[src/rtl/fire_alarm_ctrl.sv]
`default_nettype none
// ============================================================================
// Module      : fire_alarm_ctrl
// Description : Multi-zone fire alarm controller. Debounces N_ZONES raw
//               sensor inputs, latches confirmed zones (sticky until cleared
//               with the sensor low), and drives a single siren output.
//               Operator acknowledge silences the siren for SILENCE_CYC
//               cycles; a new fire or the timeout re-sounds it. A test
//               request sounds the siren while no fire is latched.
//
// Ports       : clk           system clock, rising edge
//               rst_n         synchronous active-low reset
//               f_sensor      raw zone sensor levels, 1 = fire
//               ack           operator acknowledge / silence request
//               clear         operator clear of latched zones
//               test          siren test request
//               f_alarm       siren drive, 1 = sounding
//               zone_latched  confirmed zones, sticky
//               alarm_active  any zone latched (ALARM or SILENCED)
//               silenced      siren silenced by operator
//
// Revision    : 1.0 - initial release
// ============================================================================
module fire_alarm_ctrl #(
    parameter int N_ZONES     = 4,
    parameter int DEBOUNCE    = 4,
    parameter int DB_W        = 4,
    parameter int SILENCE_CYC = 16,
    parameter int SIL_W       = 5
) (
    input  logic               clk,
    input  logic               rst_n,
    input  logic [N_ZONES-1:0] f_sensor,
    input  logic               ack,
    input  logic               clear,
    input  logic               test,
    output logic               f_alarm,
    output logic [N_ZONES-1:0] zone_latched,
    output logic               alarm_active,
    output logic               silenced
);

    localparam logic [DB_W-1:0]  c_db_max   = DB_W'(DEBOUNCE - 1);
    localparam logic [SIL_W-1:0] c_sil_load = SIL_W'(SILENCE_CYC);

    typedef enum logic [1:0] {
        ST_IDLE     = 2'd0,
        ST_ALARM    = 2'd1,
        ST_SILENCED = 2'd2,
        ST_TEST     = 2'd3
    } state_t;

    state_t             r_state;
    state_t             w_state_next;
    logic [SIL_W-1:0]   r_sil_cnt;
    logic [SIL_W-1:0]   w_sil_next;
    logic [SIL_W-1:0]   w_sil_dec;
    logic [N_ZONES-1:0] r_latched;
    logic [N_ZONES-1:0] w_latch_next;
    logic [N_ZONES-1:0] w_set;
    logic               w_any_latched;
    logic               w_new_fire;
    logic               r_f_alarm;
    logic               r_alarm_active;
    logic               r_silenced;

    // ------------------------------------------------------------------
    // Per-zone debounce and latch. The counter saturates one short of
    // DEBOUNCE; the sample that finds it saturated with the sensor still
    // high is the DEBOUNCE-th consecutive high sample and sets the latch.
    // ------------------------------------------------------------------
    generate
        for (genvar gi = 0; gi < N_ZONES; gi++) begin : g_zone
            logic [DB_W-1:0] r_db_cnt;

            always_ff @(posedge clk) begin
                if (!rst_n) begin
                    r_db_cnt <= '0;
                end else if (!f_sensor[gi]) begin
                    r_db_cnt <= '0;
                end else if (r_db_cnt != c_db_max) begin
                    r_db_cnt <= r_db_cnt + DB_W'(1);
                end
            end

            assign w_set[gi] = f_sensor[gi] && (r_db_cnt == c_db_max);

            // A latch event in the same cycle as clear keeps the bit set;
            // clear only drops a zone whose sensor is currently low.
            assign w_latch_next[gi] = w_set[gi] |
                                      (r_latched[gi] & ~(clear & ~f_sensor[gi]));
        end
    endgenerate

    assign w_any_latched = |w_latch_next;
    assign w_new_fire    = |(w_latch_next & ~r_latched);
    assign w_sil_dec     = (r_sil_cnt != '0) ? (r_sil_cnt - SIL_W'(1)) : '0;

    // ------------------------------------------------------------------
    // State register, latch register and registered Moore outputs.
    // Outputs decode the state register, so they trail a transition by
    // one cycle (siren sounds the cycle after the zone latches).
    // ------------------------------------------------------------------
    always_ff @(posedge clk) begin
        if (!rst_n) begin
            r_state        <= ST_IDLE;
            r_sil_cnt      <= '0;
            r_latched      <= '0;
            r_f_alarm      <= 1'b0;
            r_alarm_active <= 1'b0;
            r_silenced     <= 1'b0;
        end else begin
            r_state        <= w_state_next;
            r_sil_cnt      <= w_sil_next;
            r_latched      <= w_latch_next;
            r_f_alarm      <= (r_state == ST_ALARM) || (r_state == ST_TEST);
            r_alarm_active <= (r_state == ST_ALARM) || (r_state == ST_SILENCED);
            r_silenced     <= (r_state == ST_SILENCED);
        end
    end

    // ------------------------------------------------------------------
    // Next-state logic. Transitions look at the latch value being written
    // on this edge, so a clear that empties the latches is seen at once.
    // ------------------------------------------------------------------
    always_comb begin
        w_state_next = r_state;
        w_sil_next   = r_sil_cnt;

        case (r_state)
            ST_IDLE: begin
                w_sil_next = '0;
                if (w_any_latched) begin
                    w_state_next = ST_ALARM;
                end else if (test) begin
                    w_state_next = ST_TEST;
                end
            end

            ST_ALARM: begin
                w_sil_next = '0;
                // Clear is evaluated before ack; ack only silences if
                // zones survive the clear.
                if (clear && !w_any_latched) begin
                    w_state_next = ST_IDLE;
                end else if (ack) begin
                    w_state_next = ST_SILENCED;
                    w_sil_next   = c_sil_load;
                end
            end

            ST_SILENCED: begin
                // ack is deliberately ignored here: no reload of the timer.
                if (clear && !w_any_latched) begin
                    w_state_next = ST_IDLE;
                    w_sil_next   = '0;
                end else if (w_new_fire || (w_sil_dec == '0) || clear) begin
                    w_state_next = ST_ALARM;
                    w_sil_next   = '0;
                end else begin
                    w_sil_next   = w_sil_dec;
                end
            end

            ST_TEST: begin
                w_sil_next = '0;
                if (w_any_latched) begin
                    w_state_next = ST_ALARM;
                end else if (!test) begin
                    w_state_next = ST_IDLE;
                end
            end

            default: begin
                w_state_next = ST_IDLE;
                w_sil_next   = '0;
            end
        endcase
    end

    assign f_alarm      = r_f_alarm;
    assign zone_latched = r_latched;
    assign alarm_active = r_alarm_active;
    assign silenced     = r_silenced;

endmodule
`default_nettype wire
[config.mk]
export PLATFORM = sky130hd
export DESIGN_NAME = fire_alarm_ctrl
export DESIGN_NICKNAME = d
export VERILOG_FILES = /design/src/rtl/fire_alarm_ctrl.sv
export SDC_FILE = /design/constraint.sdc
export NUM_CORES = 1
export LEC_CHECK = 0
export ABC_AREA = 1
export CORE_UTILIZATION = 40
export DETAILED_ROUTE_END_ITERATION = 12
export PLACE_DENSITY = 0.61
export SLEW_MARGIN = 40
export SYNTH_ARGS = -nofsm -noshare
export SYNTH_HDL_FRONTEND = slang
export SYNTH_SLANG_ARGS = --single-unit
[constraint.sdc]
create_clock -name clk -period 1.71 [get_ports clk]
set_clock_uncertainty 0.1 [all_clocks]
set_input_delay 0.171 -clock clk [delete_from_list [all_inputs] [get_ports clk]]
set_output_delay 0.171 -clock clk [all_outputs]
set_load 0.02 [all_outputs]
* Word-level counts from Yosys, hierarchy flattened
Index checks and enable logic that the tools add are counted.
** Word-level totals
- Output and inout bits :: 7
- Bits of input ports :: 9
- Register bits after elaboration :: 30
** Operators by class
- Multiplexer cells :: 15
- $add $sub $neg :: 5
- Bitwise gates (word level) :: 22
- Reduce and logical (&&, ||, !) cells :: 21
- Eq/ne operators :: 15
** Operator list (count)
- $mux 5 :: 5
- $add 4x1->4 const B :: 4
- $eq 4x2->1 const B :: 4
- $mux 2 :: 8
- $ne 4x2->1 const B :: 4
- $pmux 5 s3 :: 1
- $and 1x1->1 :: 8
- $not 1->1 :: 8
- $pmux 2 s4 :: 1
- $reduce_and 2->1 :: 4
- $reduce_or 4->1 :: 2
- $ne 3x3->1 const B :: 2
- $logic_and 1x1->1 :: 5
- $logic_not 5->1 :: 1
- $reduce_bool 5->1 :: 1
- $sub 5x1->5 const B :: 1
- $and 4x4->4 :: 1
- $eq 2x2->1 const B :: 2
- $logic_or 1x1->1 :: 4
- $not 4->4 :: 1
- $or 1x1->1 :: 4
- $reduce_and 4->1 :: 1
- $ne 3x1->1 const B :: 1
- $ne 3x2->1 const B :: 1
- other kinds (4) :: 4

* Longest topological paths before layout
Gate-level depths: netlist (run 1).
- Depth in word-level cells :: 12
- Mapped depth :: 14
- Depth with buffers taken out :: 14

* Least setup slack after synthesis (run 1)
OpenSTA, ideal clock, no wires.
- Kind :: reg2reg
- From :: reg r_sil_cnt[0]
- To :: reg r_state[0]
- Setup slack :: 0.182 ns
- Cell stages (with the launch flop) :: 14
- Data arrival time :: 1.315 ns
- Path through :: dfxtp_1 -> inv_1 -> ha_1 -> inv_1 -> nor2_1 -> nand2_2 -> o21ai_1 -> nand2_1 -> clkinv_1 -> nand3_1 -> nand4_2 -> nand3_2 -> nor2_1 -> nor2_1
** On the way
- Longest elaborated chain between the ends :: 7
- Elaborated cells on any way between the ends :: 8
- Those cells by class :: 1 x add/sub; 1 x eq/ne; 1 x mux; 5 x reduce/logical
** RTL lines
- start: declaration :: line 55 : logic [SIL_W-1:0] r_sil_cnt;
- start signal: assignment :: line 114 : r_sil_cnt <= w_sil_next;
- $sub 5x1->5 or $reduce_bool 5->1 (tied branches) :: line 97 : assign w_sil_dec = (r_sil_cnt != '0) ? (r_sil_cnt - SIL_W'(1)) : '0;
- $mux 5 (*) :: line 97
- $logic_not 5->1 (*) :: line 157 : end else if (w_new_fire || (w_sil_dec == '0) || clear) begin
- $logic_or 1x1->1 (*) (2 in series) :: line 157
- $ne 3x1->1 (no source line) (*)
- $reduce_and 4->1 (no source line) (*)
- end signal: assignment :: line 113 : r_state <= w_state_next;
- end: declaration :: line 53 : state_t r_state;
Every way passes the cells marked *; elsewhere a longest branch is shown, timed or not.
A chain may end at the register's enable or synchronous reset.

* Worst setup path after layout (run 1)
- From :: reg r_sil_cnt[0]
- To :: reg r_state[1]
The elaborated chain is that of the path after synthesis.

==> impl_results.md, run 1 <==
* Lkg Pwr at 0.877 nW
* Worst reg2reg setup slack at 80 ps
* Residual antenna-violating net count after detailed routing at 0
* Netlist cell types at 26
* Horiz. Die Dim at 65.2 microns
* Synth Instances at 209
* Rel. slew slack at 85.4%
* Placed cell area at 1840 sq um
* Post-Syn Nets at 229
* Placer Congestion at 0.791
* Row cnt at 22
* Dpl hpwl at 2260 microns
* First-pass GRT wire length at 5260 microns
* Port bufs at 15
* Layout cells sized above 1 at 28.8%
* Largest net degree at the start of global routing at 11
* Int Power at 0.00131 W
* DP Worst Slack at -70.8 ps
* Sequential power share at 42.1%
* 1st-pass router iterations at 4
* Initial Util at 42.6%
* Hold wc startpoint: r_sil_cnt[0]
* Share of total power in the clock network at 30.4%
* Largest area contributor in the netlist: dfxtp_1
* Synthesis-stage register bit count at 30
* Cell area after layout at 2080 sq um
* Hold Crit Depth at 1
* Worst-margin pin slew at 218 ps
* Worst-Skew Late Latency at 280 ps
* Htree depth at 2
* Final WL at 3050 microns
* Cell area after synthesis at 1600 sq um
* CTS max path bufs at 2
* Final Setup Violations at 0
* Crit path depth at 14
* CTS tree: yes
* Gr usage total at 16.4%
* Slowest stage delay, CP at 330 ps
* Area of the core at 3740 sq um
* Most Frequent Cell on Critical Path: nand2_2
* Switching Fraction at 30.9%
* Share of the synthesized area in the top cell type at 37.6%
* Number of remaining DRC errors at 0
* Start of the worst register-to-register path: r_sil_cnt[0]
* Max-slew violations at 0
* Total gr overflow at 0
* WL/cell at 10.5 microns
* Outcome: finished, final reports clean
* Arrival @ worst endpoint at 1740 ps
* TritonCTS Buffers at 5
* # placed instances at 278
* Post-route non-filler standard cell count at 291
* Hold Vio Cnt, Final at 0
* RSZ-0062 raised after global routing: yes
* Area delta synth->final at 30.5%
* Crit-path cells: inv_4, ha_4, inv_2, nor2_2, nand2_2, nand2_2, nand2_2, inv_2, nand3_4, nand4_4, nand3_4, nand2_2, nand2_1, nor2_1
* Vias at 1,360
* MaxCap Viol Count at 0
* Sw Pwr at 0.000586 W
* CP max stage cell: dfxtp_2
* DRT iter0 DRCs at 66
* Number of global-route vias before repair at 1,273
* Fin crit period at 1630 ps
* Sequential fraction of the synthesis area at 37.6%
* Sum of buffers and inverters on the critical path at 3
* Post-layout util at 55.6%
* Setup ws final at 79.1 ps
* CP Max Fanout at 5
* Nets at 262
* Comb pwr share at 27.5%
* # IOs at 16
* Die H at 65.2 microns
* Hold Crit Endpoint: r_sil_cnt[0]
* Syn. warnings at 0
* Initial antenna violation count at 0
* CP Data Required Time at 1820 ps
* Final TNS setup at 0 ps
* Syn_area_per_cell at 7.63 sq um
* Nature of the critical path endpoint: flip-flop
* VDD IR-drop max at 0.000710 V
* Die area at 4240 sq um
* Crit path max-delay family: simple AND/OR/NAND/NOR gates
* Clk sinks at 30
* Pwr dens at 909 nW/um^2
* Final period util at 95.4%
* N_diodes at 0
* Drt via density at 4.67
* Worst min-delay path class: reg2reg
* Clk slew on worst S/H paths at 60 ps
* Worst R2R Path Depth at 14
* Synth area leaders: dfxtp_1 38%, ha_1 8.6%, nand2_1 8.5%, inv_1 7.8%, nor2_1 4.2%
* Root Buffer: clkbuf_8
* Setup crit start kind: flip-flop
* Worst r2r dst: r_state[1]
* Achievable Freq at 613 MHz
* Critical path type: reg2reg
-- how the worst max path moves through the flow --
stage	slack, ps	to	from
after detailed placement	-70	r_state[0]	clear
after global placement	-30	r_state[0]	clear
after CTS	8	r_state[0]	r_sil_cnt[0]
after global routing	-60	r_state[0]	r_sil_cnt[0]
final	80	r_state[1]	r_sil_cnt[0]
after floorplan	180	r_state[0]	r_sil_cnt[0]
-- placed cells by master, fill, tap and decap left out --
master	n
nor2_4	3
nor3_2	1
o21bai_1	1
clkdlybuf4s50_1	15
clkbuf_1	1
ha_4	2
nand2_2	7
nand2_4	1
inv_4	2
nor3_1	3
nand3_4	2
nor4_1	2
nand4_4	1
o21ai_2	7
o21ai_1	2
nand3_2	4
nor2_2	5
nand3_1	9
o21a_1	2
buf_4	12
nand2_1	33
dfxtp_2	3
clkbuf_8	6
o21ai_4	1
o21ai_0	5
ha_2	4
xnor2_1	4
nor2_1	17
or2_2	4
inv_1	30
inv_2	4
clkinv_2	1
nand4_1	5
dfxtp_1	27
ha_1	5
a21oi_1	12
-- power groups by stage --
stage          Clock, W  Combinational [W]  Sequential [W]
2_1_floorplan         0           0.000285        0.000843
3_3_place_gp          0           0.000467        0.000812
3_5_place_dp          0           0.000472        0.000813
4_1_cts        0.000593           0.000474        0.000798
5_1_grt        0.000632           0.000593        0.000804
6_report       0.000576           0.000520        0.000798
-- synth_stat cells --
cell / count
nand3_2: 3
o21ai_1: 3
o21ai_0: 5
nor2_1: 18
clkinv_1: 1
nor2_4: 3
nand2_2: 4
xnor2_1: 4
nand2_1: 36
or2_2: 4
o21a_1: 2
nor4_1: 2
inv_1: 33
o21bai_1: 1
nand4_1: 5
nand3_1: 12
ha_1: 11
nor2_2: 4
nor3_1: 4
dfxtp_1: 30
o21ai_2: 7
clkbuf_8: 1
nand4_2: 1
nand2_4: 1
a21oi_1: 12
inv_2: 2
-- logic make-up (layout without fill, tap and decap cells) --
group	after synthesis	count (layout)	synth area share [%]
AND/OR/NAND/NOR	97	97	30.7
buffers and inverters	37	71	9.33
XOR/XNOR	4	4	2.20
flip-flops	30	30	37.6
adder cells (fa/ha/maj)	11	11	8.63
AO/OA/AOI/OAI	30	30	11.5
-- routing by layer --
layer	vias up	wire length (microns)	part of all wire [%]	GRT usage, %
met3	6	88	2.9	3.82
met2	17	1470	48	27.1
li1	737	-	-	-
met1	600	1430	47	19.5
met5	-	0	0	0
met4	0	62	2.0	8.97
-- state kept, by name (all words and copies together) (netlist names) --
| register | flops |
|---|---|
| f_alarm | 1 |
| r_state | 2 |
| silenced | 1 |
| r_sil_cnt | 5 |
| zone_latched | 4 |
| alarm_active | 1 |
| g_zone.r_db_cnt | 16 |
-- stage by stage --
step	total power, W	hold slack [ps]
3_5_place_dp	0.00129	312
5_1_grt	0.00203	363
6_report	0.00189	340
4_1_cts	0.00186	320
2_1_floorplan	0.00113	232
3_3_place_gp	0.00128	315
-- worst reg2reg max path, stage by stage (launching register included) --
cell and delay, ps:
dfxtp_2 330, inv_4 80, ha_4 130, inv_2 30
nor2_2 100, nand2_2 110, nand2_2 100, nand2_2 50
inv_2 60, nand3_4 70, nand4_4 110, nand3_4 90
nand2_2 60, nand2_1 50, nor2_1 110
-- cell type report --
cell class	instances	area (sq um)
clock inverter	1	5.00
tap	48	60.1
inverter	36	140
fill	353	1660
multi-input combinational	142	946
timing repair buffer	27	240
sequential	30	604
clock buffer	7	86.3
-- what timing repair did --
action	in CTS	in global routing
hold buffers	0	0
setup endpoints to repair	0	7
gates resized for setup	0	30
setup buffers	0	5
No activity file was read; power rests on OpenSTA's default activity.
==> run 2, diff against run 1 <==
--- a/config.mk
+++ b/config.mk
@@ -6,9 +6,9 @@
 export NUM_CORES = 1
 export LEC_CHECK = 0
 export ABC_AREA = 1
-export CORE_UTILIZATION = 40
+export CORE_UTILIZATION = 32
 export DETAILED_ROUTE_END_ITERATION = 12
-export PLACE_DENSITY = 0.61
+export SETUP_SLACK_MARGIN = 0.2
 export SLEW_MARGIN = 40
 export SYNTH_ARGS = -nofsm -noshare
 export SYNTH_HDL_FRONTEND = slang
==> run 2 against run 1 <==
- power barely moved
- register-to-register slack worse by 80 ps
- clock power is 6.4% lower
- highest routed layer unchanged
- largest power group unchanged
- combinational power increased by 6.2%
- die area rose by 24%
- core utilization down 8.9 points
- count of clock-buffer cells in the layout stayed put
- sequential power about the same
==> impl_results.md, run 2 (same netlist as run 1, synthesis figures left out) <==
* Rel. slew slack at 74.6% (-11 points)
* Lkg Pwr at 0.930 nW (+6.1%)
* Worst reg2reg setup slack at 0.4 ps (-80 ps)
* Initial Util at 33.6% (-9.1 points)
* Sum of buffers and inverters on the critical path at 4 (+1)
* Htree depth at 2 (unchanged)
* Area delta synth->final at 39.4%
* RSZ-0062 raised after global routing: yes
* Max-slew violations at 0 (unchanged)
* Post-route non-filler standard cell count at 315 (+8.2%)
* Hold Crit Endpoint: g_zone[0].r_db_cnt[0]
* Critical path type: reg2reg
* TritonCTS Buffers at 5 (unchanged)
* Die H at 72.6 microns (+11%)
* Area of the core at 4750 sq um (+27%)
* VDD IR-drop max at 0.000426 V (-40%)
* CP max stage cell: dfxtp_4
* Setup crit start kind: flip-flop
* Final Setup Violations at 0 (unchanged)
* DRT iter0 DRCs at 62 (-6.1%)
* Hold Vio Cnt, Final at 0 (unchanged)
* Post-layout util at 46.8% (-8.9 points)
* Worst-margin pin slew at 380 ps (+162 ps)
* Fin crit period at 1710 ps (+78.7 ps)
* Vias at 1,407 (+3.5%)
* Drt via density at 4.47 (-4.4%)
* MaxCap Viol Count at 0 (unchanged)
* Slowest stage delay, CP at 370 ps (+40 ps)
* Initial antenna violation count at 0 (unchanged)
* Port bufs at 15 (unchanged)
* Nature of the critical path endpoint: flip-flop
* Arrival @ worst endpoint at 1800 ps (+60 ps)
* Cell area after layout at 2220 sq um (+6.8%)
* Most frequent cells in the layout: 32 x nand2_1, 30 x inv_1, 22 x dfxtp_1
* Max FFs per register at 16 (unchanged)
* Worst-Skew Late Latency at 290 ps (about the same)
* Setup crit start: r_sil_cnt[0]
* Residual antenna-violating net count after detailed routing at 0 (unchanged)
* Layout cells sized above 1 at 34.3% (+5.5 points)
* Commonest non-fill, non-tap cell in the layout: nand2_1
* Hold Crit Depth at 1 (unchanged)
* CTS max path bufs at 2 (unchanged)
* Clk slew on worst S/H paths at 60 ps (about the same)
* Placed cell area at 1850 sq um (+0.47%)
* Nets at 268 (+2.3%)
* Final period util at 100% (+4.6 points)
* Worst r2r dst: r_sil_cnt[0]
* CTS tree: yes
* Final TNS setup at 0 ps (unchanged)
* WL/cell at 10.7 microns (+2.7%)
* Largest net degree at the start of global routing at 9 (-2)
* Number of remaining DRC errors at 0 (unchanged)
* Total gr overflow at 0 (unchanged)
* Clk sinks at 30 (unchanged)
* Pwr Total at 0.00189 W (about the same)
* Row cnt at 25 (+14%)
* Number of global-route vias before repair at 1,290 (+1.3%)
* N_diodes at 0 (unchanged)
* Sequential power share at 42.3% (+0.2 points)
* Die area at 5270 sq um (+24%)
* Gr usage total at 13.5% (-2.9 points)
* Int Power at 0.00128 W (-2.1%)
* Switching Fraction at 32.3% (+1.4 points)
* Worst min-delay path class: reg2reg
* CP Data Required Time at 1800 ps (-20 ps)
* # IOs at 16 (unchanged)
* Start of the worst register-to-register path: r_sil_cnt[0]
* 1st-pass router iterations at 4 (unchanged)
* Outcome: finished, final reports clean
* # placed instances at 294 (+5.8%)
* Largest Register: g_zone.r_db_cnt
* Most Frequent Cell on Critical Path: nand2_2
* Sw Pwr at 0.000612 W (+4.4%)
* Root Buffer: clkbuf_8
* Hold wc startpoint: g_zone[0].r_db_cnt[0]
* CP Max Fanout at 5 (unchanged)
* First-pass GRT wire length at 5380 microns (+2.1%)
* Final WL at 3390 microns (+11%)
* Crit path max-delay family: simple AND/OR/NAND/NOR gates
* Worst R2R Path Depth at 12 (-2)
* Crit-path cells: inv_6, ha_4, inv_2, nor2_2, nand2_2, nand2_2, nand2_2, inv_4, nand3_4, buf_6, nand3_4, nor4_4
* Placer Congestion at 0.841 (+6.3%)
* Dpl hpwl at 2320 microns (+2.6%)
* Achievable Freq at 585 MHz (-4.6%)
* Hold_buf cts at 0 (unchanged)
* Horiz. Die Dim at 72.6 microns (+11%)
* Share of total power in the clock network at 28.5% (-1.9 points)
* Comb pwr share at 29.2% (+1.7 points)
* Pwr dens at 851 nW/um^2 (-6.4%)
-- run 2: changes by cell type in the layout (fill, tap and decap cells not counted), moves of 2 or more --
cell / before / now
buf_4: 12 / 17
dfxtp_1: 27 / 22
clkdlybuf4s50_1: 15 / 11
dfxtp_2: 3 / 7
dlygate4sd2_1: 0 / 4
ha_2: 4 / 2
ha_4: 2 / 4
nor4_1: 2 / 0
-- run 2: per-layer routing --
metal	GRT usage [%]	part of all wire, %
met1	16.6	47
met2	21.3	47
met3	3.45	3.1
met4	7.84	2.2
met5	0	0
-- run 2: repair_timing --
| item | in CTS | in global routing |
|---|---|---|
| setup buffers | 10 | 4 |
| setup endpoints to repair | 11 | 7 |
| pin swaps | 17 | 15 |
| gates resized for setup | 34 | 18 |
-- run 2: worst register-to-register path, cell delays in order, from the launching register on --
cell and delay (ps):
dfxtp_4 370, inv_6 40, ha_4 150, inv_2 40, nor2_2 30, nand2_2 130
nand2_2 80, nand2_2 90, inv_4 40, nand3_4 90, buf_6 110, nand3_4 70
nor4_4 290
-- run 2: worst max path at each step --
| stage | to | cells after the start |
|---|---|---|
| after floorplan | r_state[0] | 14 |
| after global placement | r_state[1] | 12 |
| after detailed placement | r_state[1] | 12 |
| after CTS | r_state[1] | 14 |
| after global routing | r_sil_cnt[0] | 12 |
| final | r_sil_cnt[0] | 12 |
-- run 2: power groups by stage --
stage	Sequential (W)	Combinational [W]	Clock [W]
floorplan	0.000843	0.000287	0
global placement	0.000813	0.000461	0
detailed placement	0.000816	0.000461	0
CTS	0.000803	0.000514	0.000556
global route	0.000808	0.000611	0.000579
finish	0.000801	0.000552	0.000539
-- run 2: area by class of cell --
type	count	area, sq um
Inverter	36	145
Timing Repair Buffer	33	284
Fill cell	484	2530
Tap cell	67	83.8
Sequential cell	30	613
Clock buffer	7	76.3
Multi-Input combinational cell	142	1020
-- run 2: metrics by stage --
stage	setup slack [ps]	hold WS, ps
floorplan	202	232
global placement	-83.5	329
detailed placement	-92.4	337
CTS	96.0	342
global route	-93.7	385
finish	0.411	358
==> run 3, diff against run 2 <==
--- a/config.mk
+++ b/config.mk
@@ -6,7 +6,7 @@
 export NUM_CORES = 1
 export LEC_CHECK = 0
 export ABC_AREA = 1
-export CORE_UTILIZATION = 32
+export CORE_UTILIZATION = 40
 export DETAILED_ROUTE_END_ITERATION = 12
 export SETUP_SLACK_MARGIN = 0.2
 export SLEW_MARGIN = 40
==> constraint.sdc (replaced) <==
create_clock -name clk -period 1.71 [get_ports clk]
set_clock_uncertainty 0.1 [all_clocks]
set_input_delay 0.342 -clock clk [delete_from_list [all_inputs] [get_ports clk]]
set_output_delay 0.342 -clock clk [all_outputs]
set_load 0.02 [all_outputs]
==> run 3 against run 2 <==
- flip-flop and latch count unchanged
- clock power grew 33%
- non-clock buffer count decreased by 5
- power up 8.4%
- register-to-register slack better by 70 ps
- critical endpoint is now r_sil_cnt[1]
==> impl_results.md, run 3 (same netlist as run 1, synthesis figures left out) <==
* Outcome: finished, final reports clean
* Die area at 4240 sq um (-19%)
* Cell area after layout at 2190 sq um (-1.5%)
* Gr usage total at 16.4% (+3.0 points)
* CTS tree: yes
* Lkg Pwr at 0.940 nW (+1.1%)
* # IOs at 16 (unchanged)
* Final WL at 3210 microns (-5.1%)
* Horiz. Die Dim at 65.2 microns (-10%)
* Hold_buf cts at 0 (unchanged)
* N_diodes at 0 (unchanged)
* Nets at 263 (-1.9%)
* Number of global-route vias before repair at 1,318 (+2.2%)
* Hold Crit Depth at 1 (unchanged)
* Critical path type: reg2reg
* Placed cell area at 1840 sq um (-0.88%)
* RSZ-0062 raised after global routing: yes
* Nature of the critical path endpoint: flip-flop
* Hold Vio Cnt, Final at 0 (unchanged)
* Start of the worst register-to-register path: r_sil_cnt[1]
* Pwr dens at 936 nW/um^2 (+10%)
* Post-route non-filler standard cell count at 291 (-7.6%)
* Layout cells sized above 1 at 35.0% (+0.71 points)
* Hold wc startpoint: r_sil_cnt[0]
* Dpl hpwl at 2170 microns (-6.3%)
* Initial antenna violation count at 0 (unchanged)
* Root Buffer: clkbuf_8
* Setup ws final at 73.3 ps (+72.9 ps)
* CP Data Required Time at 1800 ps (about the same)
* Worst reg2reg setup slack at 70 ps (+70 ps)
* Worst-margin pin slew at 206 ps (-174 ps)
* Drt via density at 4.79 (+7.2%)
* Vias at 1,393 (-1.0%)
* TritonCTS Buffers at 5 (unchanged)
* Area delta synth->final at 37.3%
* Setup crit start kind: flip-flop
* Worst min-delay path class: reg2reg
* Number of remaining DRC errors at 0 (unchanged)
* DP Worst Slack at -228 ps (-136 ps)
* CTS max path bufs at 2 (unchanged)
* Fin crit period at 1640 ps (-72.9 ps)
* Placer Congestion at 0.780 (-7.2%)
* Port bufs at 15 (unchanged)
* Final Setup Violations at 0 (unchanged)
* VDD IR-drop max at 0.000717 V (+68%)
* Hold Crit Endpoint: r_sil_cnt[0]
* Clk slew on worst S/H paths at 60 ps (about the same)
* Final TNS setup at 0 ps (unchanged)
* DRT iter0 DRCs at 32 (-48%)
* Max FFs per register at 16 (unchanged)
* Rel. slew slack at 86.1% (+12 points)
* Htree depth at 2 (unchanged)
* Achievable Freq at 611 MHz (+4.5%)
* Worst R2R Path Depth at 12 (unchanged)
* 1st-pass router iterations at 4 (unchanged)
* MaxCap Viol Count at 0 (unchanged)
* Final period util at 95.7% (-4.3 points)
* Initial Util at 42.6% (+9.1 points)
* First-pass GRT wire length at 5300 microns (-1.4%)
* # placed instances at 276 (-6.1%)
* Area of the core at 3740 sq um (-21%)
* Total gr overflow at 0 (unchanged)
* Most frequent cells in the layout: 30 x nand2_1, 28 x inv_1, 20 x dfxtp_1
* WL/cell at 11.0 microns (+2.7%)
* CP Max Fanout at 5 (unchanged)
* Row cnt at 22 (-12%)
* Worst r2r dst: r_sil_cnt[1]
* Arrival @ worst endpoint at 1730 ps (-70 ps)
* Residual antenna-violating net count after detailed routing at 0 (unchanged)
* Worst-Skew Late Latency at 280 ps (about the same)
* Die H at 65.2 microns (-10%)
* Largest net degree at the start of global routing at 11 (+2)
* Max-slew violations at 0 (unchanged)
* Clk sinks at 30 (unchanged)
* Commonest non-fill, non-tap cell in the layout: nand2_1
* Largest Register: g_zone.r_db_cnt
* Hold_ws at 333 ps (-25.4 ps)
==> run 3: worst max-delay path, stage by stage, from the launching register on <==
cell and delay [ps]:
dfxtp_2 350, inv_4 50, ha_4 140, inv_2 40, nor2_2 30, nand2_2 120, o21ai_2 80, nand2_2 90
inv_4 40, nand3_4 80, buf_6 100, nand3_4 60, nor4_4 260
==> run 3: worst max-delay path by stage <==
stage / start / to / slack (ps)
after floorplan: r_sil_cnt[0] / r_state[0] / 200
after CTS: r_sil_cnt[0] / r_sil_cnt[4] / 130
after detailed placement: clear / r_state[0] / -230
after global placement: f_sensor[2] / r_state[1] / -180
final: r_sil_cnt[1] / r_sil_cnt[1] / 70
after global routing: r_sil_cnt[1] / r_sil_cnt[1] / -50
==> run 3: metal layers <==
layer / vias up / part of all wire, % / GRT usage [%]
met1: 629 / 46 / 18.7
li1: 736 / - / -
met3: 9 / 2.6 / 3.30
met5: - / 0 / 0
met2: 19 / 49 / 28.0
met4: 0 / 2.6 / 10.3
==> run 3: repair_timing <==
item / CTS / global route
setup buffers: 6 / 2
pin swaps: 15 / 14
endpoints found under the hold margin: 0 / 0
gates resized for setup: 44 / 20
setup endpoints to repair: 14 / 7
gates cloned: 0 / 0
==> run 3: final cells by class <==
class | count | area (sq um)
Fill cell | 348 | 1550
Multi-Input combinational cell | 142 | 1020
Sequential cell | 30 | 618
Timing Repair Buffer | 28 | 240
Inverter | 36 | 143
Clock buffer | 6 | 82.6
Tap cell | 48 | 60.1
Clock inverter | 1 | 30.0
==> run 3: per-stage QoR <==
step | utilization, % | total power, W
CTS | 56.4 | 0.00203
global route | 58.5 | 0.00217
floorplan | - | 0.00113
global placement | 49.1 | 0.00128
finish | 58.5 | 0.00205
detailed placement | 49.1 | 0.00128
==> run 3: power by group <==
group	internal [W]	switching [W]	leakage, nW
combinational	0.000220	0.000316	0.634
sequential	0.000761	0.0000381	0.249
clock	0.000465	0.000252	0.0573
==> RTL change 1: new RTL, config.mk and constraints of run 2 <==
Make the reset (`rst_n`) asynchronous in 2 clocked blocks. Comments in the files are not updated.
--- a/src/rtl/fire_alarm_ctrl.sv
+++ b/src/rtl/fire_alarm_ctrl.sv
@@ -73,7 +73,7 @@
         for (genvar gi = 0; gi < N_ZONES; gi++) begin : g_zone
             logic [DB_W-1:0] r_db_cnt;
 
-            always_ff @(posedge clk) begin
+            always_ff @(posedge clk or negedge rst_n) begin
                 if (!rst_n) begin
                     r_db_cnt <= '0;
                 end else if (!f_sensor[gi]) begin
@@ -101,7 +101,7 @@
     // Outputs decode the state register, so they trail a transition by
     // one cycle (siren sounds the cycle after the zone latches).
     // ------------------------------------------------------------------
-    always_ff @(posedge clk) begin
+    always_ff @(posedge clk or negedge rst_n) begin
         if (!rst_n) begin
             r_state        <= ST_IDLE;
             r_sil_cnt      <= '0;
Check against the original RTL: differs if rst_n is asserted again (counterexample within 4 cycles, from zero or initial values and one cycle with rst_n low); with rst_n held inactive, the same outputs for 10 cycles.
==> RTL change 1 against run 2 <==
Synthesized area grew 1.6%. Count of clock-buffer cells in the layout decreased by 1. Routed wire length shrank 5.2%. Sequential cell count did not move. Sequential share of layout area up 4.8 points. Worst setup slack gained 71 ps. Design area rose by 4.2%. Non-clock buffer count increased by 18. Highest routed layer unchanged.
Power is not compared: it rests on default switching activity, and its combinational part moved more than twofold at a synthesized area within 25%.
==> RTL change 1: results (changes against run 2) <==
[outcome]
status=complete, no violations  ; unchanged

[finish]
final_nets=264  ; was 268
final-nonclk-buf-share_pct=18.1  ; was 12.8%
layout-drive-gt1-share_pct=38.2  ; was 34.3%
multi_input_area_um2=872  ; was 1020 um^2
n_all_inverters=25  ; was 36
seq_area_um2=751  ; was 613 um^2
design.seq.count=30  ; unchanged
clock_cell_area_share_pct=4.10  ; was 3.43%
n_fill_cell=473  ; was 484
multi_input_gates=132  ; was 142

[critical_path]
r2r-start=g_zone[2].r_db_cnt[0]  ; was r_sil_cnt[0]
crit_fanout=4  ; was 5
worstRegToRegCells=13  ; was 12
r2r_end=r_state[0]  ; was r_sil_cnt[0]

[yosys]
ys_seq_area_share_pct=46.3  ; was 37.6%
yosys_most_used_dff=dfrtp_1  ; was dfxtp_1
yosys-top-cells-area=dfrtp_1, nand2_1, ha_1, nand3_1, inv_1  ; was dfxtp_1, ha_1, nand2_1, inv_1, nor2_1
yosys-top-cells-count=nand2_1, dfrtp_1, inv_1, nand3_1, nor2_1  ; was nand2_1, inv_1, dfxtp_1
async_flop_share_pct=100  ; was 0%

[detailed_routing]
wl_um=3210  ; was 3390 um
vias_per_cell=4.36  ; was 4.47
drtIter0Drc=48  ; was 62

[timing]
worstMarginPinSlew_ps=388  ; was 380 ps
whs_ps=171  ; was 358 ps

[global_route]
grt_max_degree=31  ; was 9
grt_pass1_wl_um=5360  ; was 5380 um

[placement]
dp_hpwl_um=2150  ; was 2320 um

[hold_path]
hold_class=primary input to asynchronous set/reset pin  ; was register to register

RTL change 1: cell types whose count changed after synthesis, moves of 3 or more:
| cell | before | now |
|---|---|---|
| nand4_1 | 5 | 0 |
| o21ai_1 | 3 | 0 |
| nand2_1 | 36 | 41 |
| nor3_1 | 4 | 1 |
| o21ai_2 | 7 | 1 |
| or2_2 | 4 | 1 |
| dfxtp_1 | 30 | 0 |
| dfrtp_1 | 0 | 30 |
| nand2_2 | 4 | 8 |
| a21oi_1 | 12 | 2 |
| xor2_1 | 0 | 5 |
| inv_1 | 33 | 22 |
| nand3_1 | 12 | 22 |
RTL change 1: kinds of logic after synthesis:
group	synth area share (%)
flip-flops	46.3
AO/OA/AOI/OAI	3.32
AND/OR/NAND/NOR	31.9
buffers and inverters	5.87
adder cells (fa/ha/maj)	7.72
XOR/XNOR	4.86
RTL change 1: worst reg2reg max path: stages, from the launching register on:
cell and delay (ps):
dfrtp_1 380, ha_2 200, inv_2 50, nor2_2 40, nand2_2 80, nand2_2 70
nor2_4 180, nand3_4 110, nand2_2 80, nand2_2 60, clkinv_2 60, nand2_2 50
nand2_1 50, nand2_1 40
RTL change 1: routing by layer:
metal	vias to the layer above	part of all wire, %	global-route usage [%]
li1	699	-	-
met1	642	48	16.0
met2	17	47	22.6
met3	6	3.5	4.56
met4	0	1.7	5.88
met5	-	0	0
RTL change 1: stage by stage:
stage          cells  util [%]  total power [mW]  cell area, um^2  setup WS [ps]
4_1_cts          306      46.0              2.67             2200           60.7
6_report         313      48.4              2.73             2320           71.8
2_1_floorplan    187         -              1.60             1640            162
5_1_grt          313      48.4              2.94             2320          -41.2
3_3_place_gp     285      41.6              1.93             1990          -96.3
3_5_place_dp     285      41.6              1.94             1990           -143
==> RTL change 2: new RTL, flow settings as in run 2 <==
Made on the original files. Set the parameter `SILENCE_CYC` to 15 (it was 16).
--- a/src/rtl/fire_alarm_ctrl.sv
+++ b/src/rtl/fire_alarm_ctrl.sv
@@ -25,7 +25,7 @@
     parameter int N_ZONES     = 4,
     parameter int DEBOUNCE    = 4,
     parameter int DB_W        = 4,
-    parameter int SILENCE_CYC = 16,
+    parameter int SILENCE_CYC = 15,
     parameter int SIL_W       = 5
 ) (
     input  logic               clk,
Behaviour: no difference found for any inputs over 10 cycles, from zero or initial values and one cycle with rst_n low; that may be too few to reach the edited logic, so the function may still have changed.
==> RTL change 2 against run 2 <==
Fmax rose by 1.9%. Clock power rose by 11%. Routed wire length fell by 0.47%. Sequential power grew 1%. Worst setup slack improved by 31 ps. Count of clock-buffer cells in the layout fell by 1. Sequential cell count unchanged. Sequential share of layout area increased by 0.82 points. Design area is 3.1% lower. Synthesized area decreased by 5.0%. Power up 19%.
==> RTL change 2: results (changes against run 2) <==
[outcome]
status=complete, no violations  ; unchanged

[global_route]
first_global_vias=1347  ; was 1290
grt_pass1_wl_um=5430  ; was 5380 um
antenna_found_initial=0  ; unchanged
track_usage_pct=13.9  ; was 13.5%
grt_max_degree=11  ; was 9

[critical_path]
crit_family=simple AND/OR/NAND/NOR gates  ; unchanged
reg2reg_slack_ps=30  ; was 0.4 ps
crit_slowest_cell=dfxtp_1  ; was dfxtp_4
crit_fanout=3  ; was 5
slowest_delay_ps=340  ; was 370 ps

[timing]
fmaxAchievable_mhz=596  ; was 585 MHz
slew_headroom_pct=79.4  ; was 74.6%

[finish]
layout-drive-gt1-share_pct=31.7  ; was 34.3%
final_nets=261  ; was 268
n_fill_cell=435  ; was 484
diodes=0  ; unchanged
layoutNonFillerInstCount=295  ; was 315
largest_reg_flops=16  ; unchanged

[detailed_routing]
wl_um=3370  ; was 3390 um
vias_per_cell=4.86  ; was 4.47
drtIter0Drc=48  ; was 62

[placement]
dp_hpwl_um=2320  ; about the same
dp_slack_ps=-188  ; was -92.4 ps
gp_congestion=0.808  ; was 0.841
post-place-cells=275  ; was 294
port_buffers=15  ; unchanged

[cts]
clk_latency_ps=290  ; about the same

[pwr]
peakVddDrop_mv=0.653  ; was 0.426 mV
p_leak_nw=0.920  ; was 0.930 nW

[yosys]
syn_avg_cell_area_um2=7.46  ; was 7.63 um^2
yosys-top-cells-count=nand2_1, dfxtp_1, a21oi_1  ; was nand2_1, inv_1, dfxtp_1
syn_nets=222  ; was 229
yosys-top-cells-area=dfxtp_1, nand2_1, ha_1, a21oi_1, nand3_1  ; was dfxtp_1, ha_1, nand2_1, inv_1, nor2_1
ys_seq_area_share_pct=39.6  ; was 37.6%

RTL change 2: final cells by class:
type                            instances  area (um^2)  area share, %
Clock buffer                            6         82.6           3.83
Sequential cell                        30          612           28.4
Tap cell                               52         65.1           3.02
Clock inverter                          2         12.5          0.581
Multi-Input combinational cell        149         1000           46.4
Timing Repair Buffer                   33          294           13.6
Inverter                               23         88.8           4.12
RTL change 2: path summary, 6_finish.rpt:
check	endpoint	start	depth (start not counted)
max	r_sil_cnt[4]	r_state[0]	9
min reg2reg	g_zone[1].r_db_cnt[0]	g_zone[1].r_db_cnt[0]	1
min	g_zone[1].r_db_cnt[0]	g_zone[1].r_db_cnt[0]	1
max reg2reg	r_sil_cnt[4]	r_state[0]	9
RTL change 2: kinds of logic (layout without fill, tap and decap cells):
group           after synthesis  count (layout)  share of synthesized area (%)
flops                        30              30                           39.6
fa+ha+maj                    10              10                           8.26
compound gates               34              34                           12.6
xor+xnor                      4               4                           2.31
simple gates                101             101                           30.6
buf+inv                      24              64                           6.61
RTL change 2: power by group:
part | switching (mW) | internal, mW | total, mW
Sequential | 0.0460 | 0.765 | 0.811
Combinational | 0.450 | 0.388 | 0.838
Clock | 0.274 | 0.323 | 0.597
RTL change 2: metrics by stage:
step                      hold WS [ps]  power (mW)  instance area [um^2]
after global placement             364        1.39                  1780
after detailed placement           375        1.39                  1780
final                              386        2.25                  2150
after global routing               411        2.40                  2150
after CTS                          385        2.10                  1960
after floorplan                    232        1.22                  1530
RTL change 2: metal layers:
metal  global-route usage, %  vias to the layer above  wire, um
met5                       0                        -         0
met4                    6.00                        0        74
met3                    5.84                        8       114
met2                    23.9                       17      1680
met1                    14.9                      653      1510
li1                        -                      756         -
RTL change 2: timing repair:
action / 4_1_cts / 5_1_grt
gates resized for setup: 22 / 33
buffers inserted: 4 / 8
pin swaps: 12 / 8
setup endpoints to repair: 11 / 8
